===== config.mk =====
export PLATFORM = sky130hd
export DESIGN_NAME = wb_port_arbiter
export DESIGN_NICKNAME = d
export VERILOG_FILES = /design/src/rtl/wb_port_arbiter.sv
export SDC_FILE = /design/constraint.sdc
export NUM_CORES = 1
export LEC_CHECK = 0
export ABC_AREA = 1
export ABC_CLOCK_PERIOD_IN_PS = 4100
export CAP_MARGIN = 20
export CORE_MARGIN = 2
export CORE_UTILIZATION = 40
export CTS_BUF_LIST = sky130_fd_sc_hd__clkbuf_8
export CTS_CLUSTER_DIAMETER = 200
export DETAILED_ROUTE_END_ITERATION = 7
export HOLD_SLACK_MARGIN = 0.1
export PLACE_DENSITY = 0.73
export SYNTH_ARGS = -nofsm -noshare
export SYNTH_HDL_FRONTEND = slang
export SYNTH_SLANG_ARGS = --single-unit

===== constraint.sdc =====
create_clock -name clk -period 4.1 [get_ports clk]
set_clock_uncertainty 0.2 [all_clocks]
set_input_delay 0.82 -clock clk [delete_from_list [all_inputs] [get_ports clk]]
set_output_delay 0.82 -clock clk [all_outputs]
set_load 0.03 [all_outputs]

===== src/rtl/wb_port_arbiter.sv =====
// Register-file write-port arbiter: pipeline writeback has priority, long-latency results
// wait in a small FIFO and drain into idle cycles or through a forced one-cycle W stall.
module wb_port_arbiter #(
  parameter int DEPTH      = 2,
  parameter int STARVE_MAX = 4,
  parameter int AW         = 5,
  parameter int DW         = 32
) (
  input  logic                     clk,
  input  logic                     rst,
  input  logic                     RegWriteW,
  input  logic [AW-1:0]            RDW,
  input  logic [DW-1:0]            ResultW,
  input  logic                     lu_valid,
  output logic                     lu_ready,
  input  logic [AW-1:0]            lu_rd,
  input  logic [DW-1:0]            lu_data,
  output logic                     rf_we,
  output logic [AW-1:0]            rf_rd,
  output logic [DW-1:0]            rf_wd,
  output logic                     StallW,
  output logic [$clog2(DEPTH):0]   lu_count
);

  localparam int PW   = $clog2(DEPTH);
  localparam int CNTW = PW + 1;
  localparam int SW   = $clog2(STARVE_MAX + 1);

  typedef struct packed {
    logic          sq;
    logic [AW-1:0] rd;
    logic [DW-1:0] data;
  } ent_t;

  typedef enum logic {NORMAL, DRAIN} st_t;

  ent_t            fifo [DEPTH];
  logic [PW-1:0]   rptr, wptr;
  st_t             state;
  logic [SW-1:0]   starve_cnt, starve_nxt;
  logic [CNTW-1:0] cnt_nxt;
  logic            full, nempty, pipe_req, pipe_gnt, pop, push, head_live;
  ent_t            head;

  assign full      = (lu_count == CNTW'(DEPTH));
  assign nempty    = (lu_count != '0);
  assign pipe_req  = RegWriteW & (RDW != '0);
  assign pipe_gnt  = (state == NORMAL) & pipe_req;
  assign head      = fifo[rptr];
  assign pop       = nempty & ((state == DRAIN) | ~pipe_req);
  assign head_live = pop & ~head.sq;
  // ready only looks at registered occupancy, so a same-cycle pop never frees a slot early
  assign lu_ready  = rst & ~full;
  assign push      = lu_valid & lu_ready & (lu_rd != '0);
  assign cnt_nxt   = lu_count + CNTW'(push) - CNTW'(pop);

  always_comb begin
    rf_we = 1'b0;
    rf_rd = '0;
    rf_wd = '0;
    if (rst) begin
      if (pipe_gnt) begin
        rf_we = 1'b1;
        rf_rd = RDW;
        rf_wd = ResultW;
      end else if (head_live) begin
        rf_we = 1'b1;
        rf_rd = head.rd;
        rf_wd = head.data;
      end
    end
  end

  always_comb begin
    starve_nxt = starve_cnt;
    if (state == DRAIN)
      starve_nxt = '0;
    else if (pipe_req) begin
      if (nempty && starve_cnt < SW'(STARVE_MAX))
        starve_nxt = starve_cnt + SW'(1);
    end else
      starve_nxt = '0;
  end

  always_ff @(posedge clk or negedge rst) begin
    if (!rst) begin
      state      <= NORMAL;
      StallW     <= 1'b0;
      starve_cnt <= '0;
    end else begin
      starve_cnt <= starve_nxt;
      if (state == NORMAL && starve_nxt == SW'(STARVE_MAX) && cnt_nxt != '0) begin
        state  <= DRAIN;
        StallW <= 1'b1;
      end else begin
        state  <= NORMAL;
        StallW <= 1'b0;
      end
    end
  end

  // A pipeline grant is younger than anything buffered, so matching entries must never land.
  always_ff @(posedge clk or negedge rst) begin
    if (!rst) begin
      rptr     <= '0;
      wptr     <= '0;
      lu_count <= '0;
      for (int i = 0; i < DEPTH; i++) fifo[i] <= '0;
    end else begin
      lu_count <= cnt_nxt;
      if (pop)  rptr <= rptr + PW'(1);
      if (push) wptr <= wptr + PW'(1);
      for (int i = 0; i < DEPTH; i++)
        if (pipe_gnt && fifo[i].rd == RDW) fifo[i].sq <= 1'b1;
      if (push) fifo[wptr] <= '{sq: pipe_gnt && (lu_rd == RDW), rd: lu_rd, data: lu_data};
    end
  end

endmodule


==> results of run 1 <==
## area by class of cell
cell class	instances	area, sq um	share of cell area
clock buffer	11	151	0.0246
timing repair buffer	131	1220	0.197
multi-input combinational	456	2220	0.361
tap	147	184	0.0298
clock inverter	4	25.0	0.00406
sequential	84	2100	0.341
inverter	67	259	0.0420
## per-stage QoR
stage	utilization	cell area, sq um	setup WS [ns]
6_report	0.515	6160	0.166
5_1_grt	0.515	6160	0.0227
4_1_cts	0.515	6150	0.162
3_5_place_dp	0.500	5980	0.164
3_3_place_gp	0.500	5980	0.185
2_1_floorplan	-	4890	1.08
## where the power goes
part / leakage, nW / internal, mW / switching, mW
registers: 1.04 / 1.21 / 0.235
clock network: 0.0872 / 0.248 / 0.291
logic: 1.79 / 0.626 / 1.11
total: 2.92 / 2.09 / 1.63
## cell usage after synthesis, drive strengths merged
cell type,instances
inv,67
or2,1
nand3b,2
o21ai,79
clkbuf,5
buf,39
nand4,39
nand2,260
ha,3
xor2,6
dfrtp,84
xnor2,6
nand3,6
nor2,15
a21oi,38
## final timing paths
kind	slack (ns)	start	depth (start not counted)	endpoint
max	0.17	RDW[2]	11	rf_we
min	0.28	flip-flop	2	flip-flop
max reg2reg	1.65	state$_DFF_PN0_	11	state$_DFF_PN0_
min reg2reg	0.28	flip-flop	2	flip-flop
max in group asynchronous	2.87	rst	2	rptr$_DFFE_PN0P_
min in group asynchronous	0.39	rst	2	async pin
## routing by layer
layer / vias up / GRT usage
met5: - / 0
met4: 0 / 0.0789
met3: 20 / 0.0307
li1: 2269 / -
met2: 161 / 0.341
met1: 2177 / 0.279
## logic make-up after synthesis
group / count (synthesis) / share of synthesized area
fa+ha+maj: 3 / 0.00768
flops: 84 / 0.430
simple gates: 323 / 0.293
xor+xnor: 12 / 0.0215
buf+inv: 111 / 0.119
compound gates: 117 / 0.128
## critical path: cells and delay by family
kind / cells / cell delay (ns)
AND/OR/NAND/NOR: 7 / 0.75
buffers and inverters: 4 / 1.33
==> results.md, run 1 <==
* Status: finished, final reports clean
* RSZ-0062 raised after global routing: false
* Max Root-Sink Buffers at 2
* Avg Cell Area, Syn at 7.52 sq um
* DRC at 0
* Width of the chip at 115 um
* Most frequent CP cell: nand2_1
* Worst min path class: flip-flop to flip-flop
* Synth area leader: dfrtp_1
* YS warnings at 0
* Worst path max stage delay at 0.66 ns
* Routed vias at 4627
* Clock latency on the worst-skew pair at roughly 0.35 ns
* Min Tclk post-route at about 3.9 ns
* Vias in the first global route at between 4000 and 5000
* Met2 wire length at 6640 um
* Iter 0 DRT Violations at 329
* ANT nets after route at 0
* Hold_buf cts at 0
* Synth top area cells: dfrtp_1 (43%), nand2_1 (19%), nand4_1 (5.0%)
* Num CTS Buffers at 9
* MaxCap Viol Count at 0
* P_leak at 2.92 nW
* Relative slew slack at 0.291
* Fillers at 1128
* Pre-antenna DRT Iters at 5
* Largest net degree at the start of global routing at 49
* Critical path's slowest cell: clkdlybuf4s50_1
* Global route overflow at 0
* Cell Pwr Density at 604 nW/um^2
* Final Setup Violations at 0
* Clk slew on worst S/H paths at about 0.08 ns
* Worst path required time at 3.08 ns
* Routed length on met1 at between 5000 and 6000 um
* CP endpoint kind: output port
* Slew @ Worst Pin at 1.06 ns
* Rows at 40
* Synthesis-stage register bit count at 84
* TritonCTS Sinks at between 80 and 90
* Initial Utilization at 0.409
* CTS H-tree lvls at 3
* Final-report hold violation count at 0
* Critical Path Fanout Max at 20
* Diode count at 0
* Fin Setup TNS at 0 ns
* Kind of critical path: input port to output port
* WL final at 13400 um
* Area delta synth->final at 26.0%
* CP arrival at 2.91 ns
* Via density at 5.14
* Yosys top cell area share at 0.430
* Maximum VDD drop at 0.000231 V
* WL per Instance at 14.8 um
* Synth Instances at 650
* Met3 routed WL at 685 um
* CTS root buffer: clkbuf_8
* Layout cell share with drive strength beyond 1 at 0.141
* Power, Total at approximately 3.7 mW
* TritonCTS clock tree: done
* Core Area at approximately 12000 sq um
* Global-route wire length before repair at 21500 um
* Sequential share of the synthesized area at 0.430
* Synth Cell Area at 4890 sq um
* HPWL after DPL at around 9000 um
* Crit share post-route at 0.959
* Fmax at 254 MHz
* Commonest non-fill, non-tap cell in the layout: nand2_1
* Unique masters post-synth at 29
* Die height at 115 um
* Most frequent cells in the layout: nand2_1 (247), dfrtp_1 (83), clkdlybuf4s50_1 (83), inv_1 (61), buf_4 (46)
* Post-route insts no fill at 900
* Mapped Nets at 731
* Final nets at 830
* GRT Util Overall at 0.208
* Worst-path cell chain: clkdlybuf4s50_1, nor2_2, nand3_4, nand2_8, nand2_1, inv_1, nand2_1, nand2_1, nand2_1, inv_1, clkdlybuf4s50_1
* Post-cts repair resize count at 0
* Setup Buffers After CTS at 0
* Die ar. at 13100 sq um
* Placer Congestion at 0.883
* Min Hold Slack at 0.282 ns
* Initial antenna violation count at 0
* IO buf count at roughly 120
* Setup crit start kind: input port
* DR top layer: met4
* I/O pin total at 120
* Pins Over Slew Limit at 0
* Placed insts at around 880
(Power assumes the default switching activity.)
==> inputs of run 2 (changes only) <==
- CAP_MARGIN: 20 -> 5
==> results of run 2 <==
The final DEF is identical to that of run 1; final timing and power are the same.
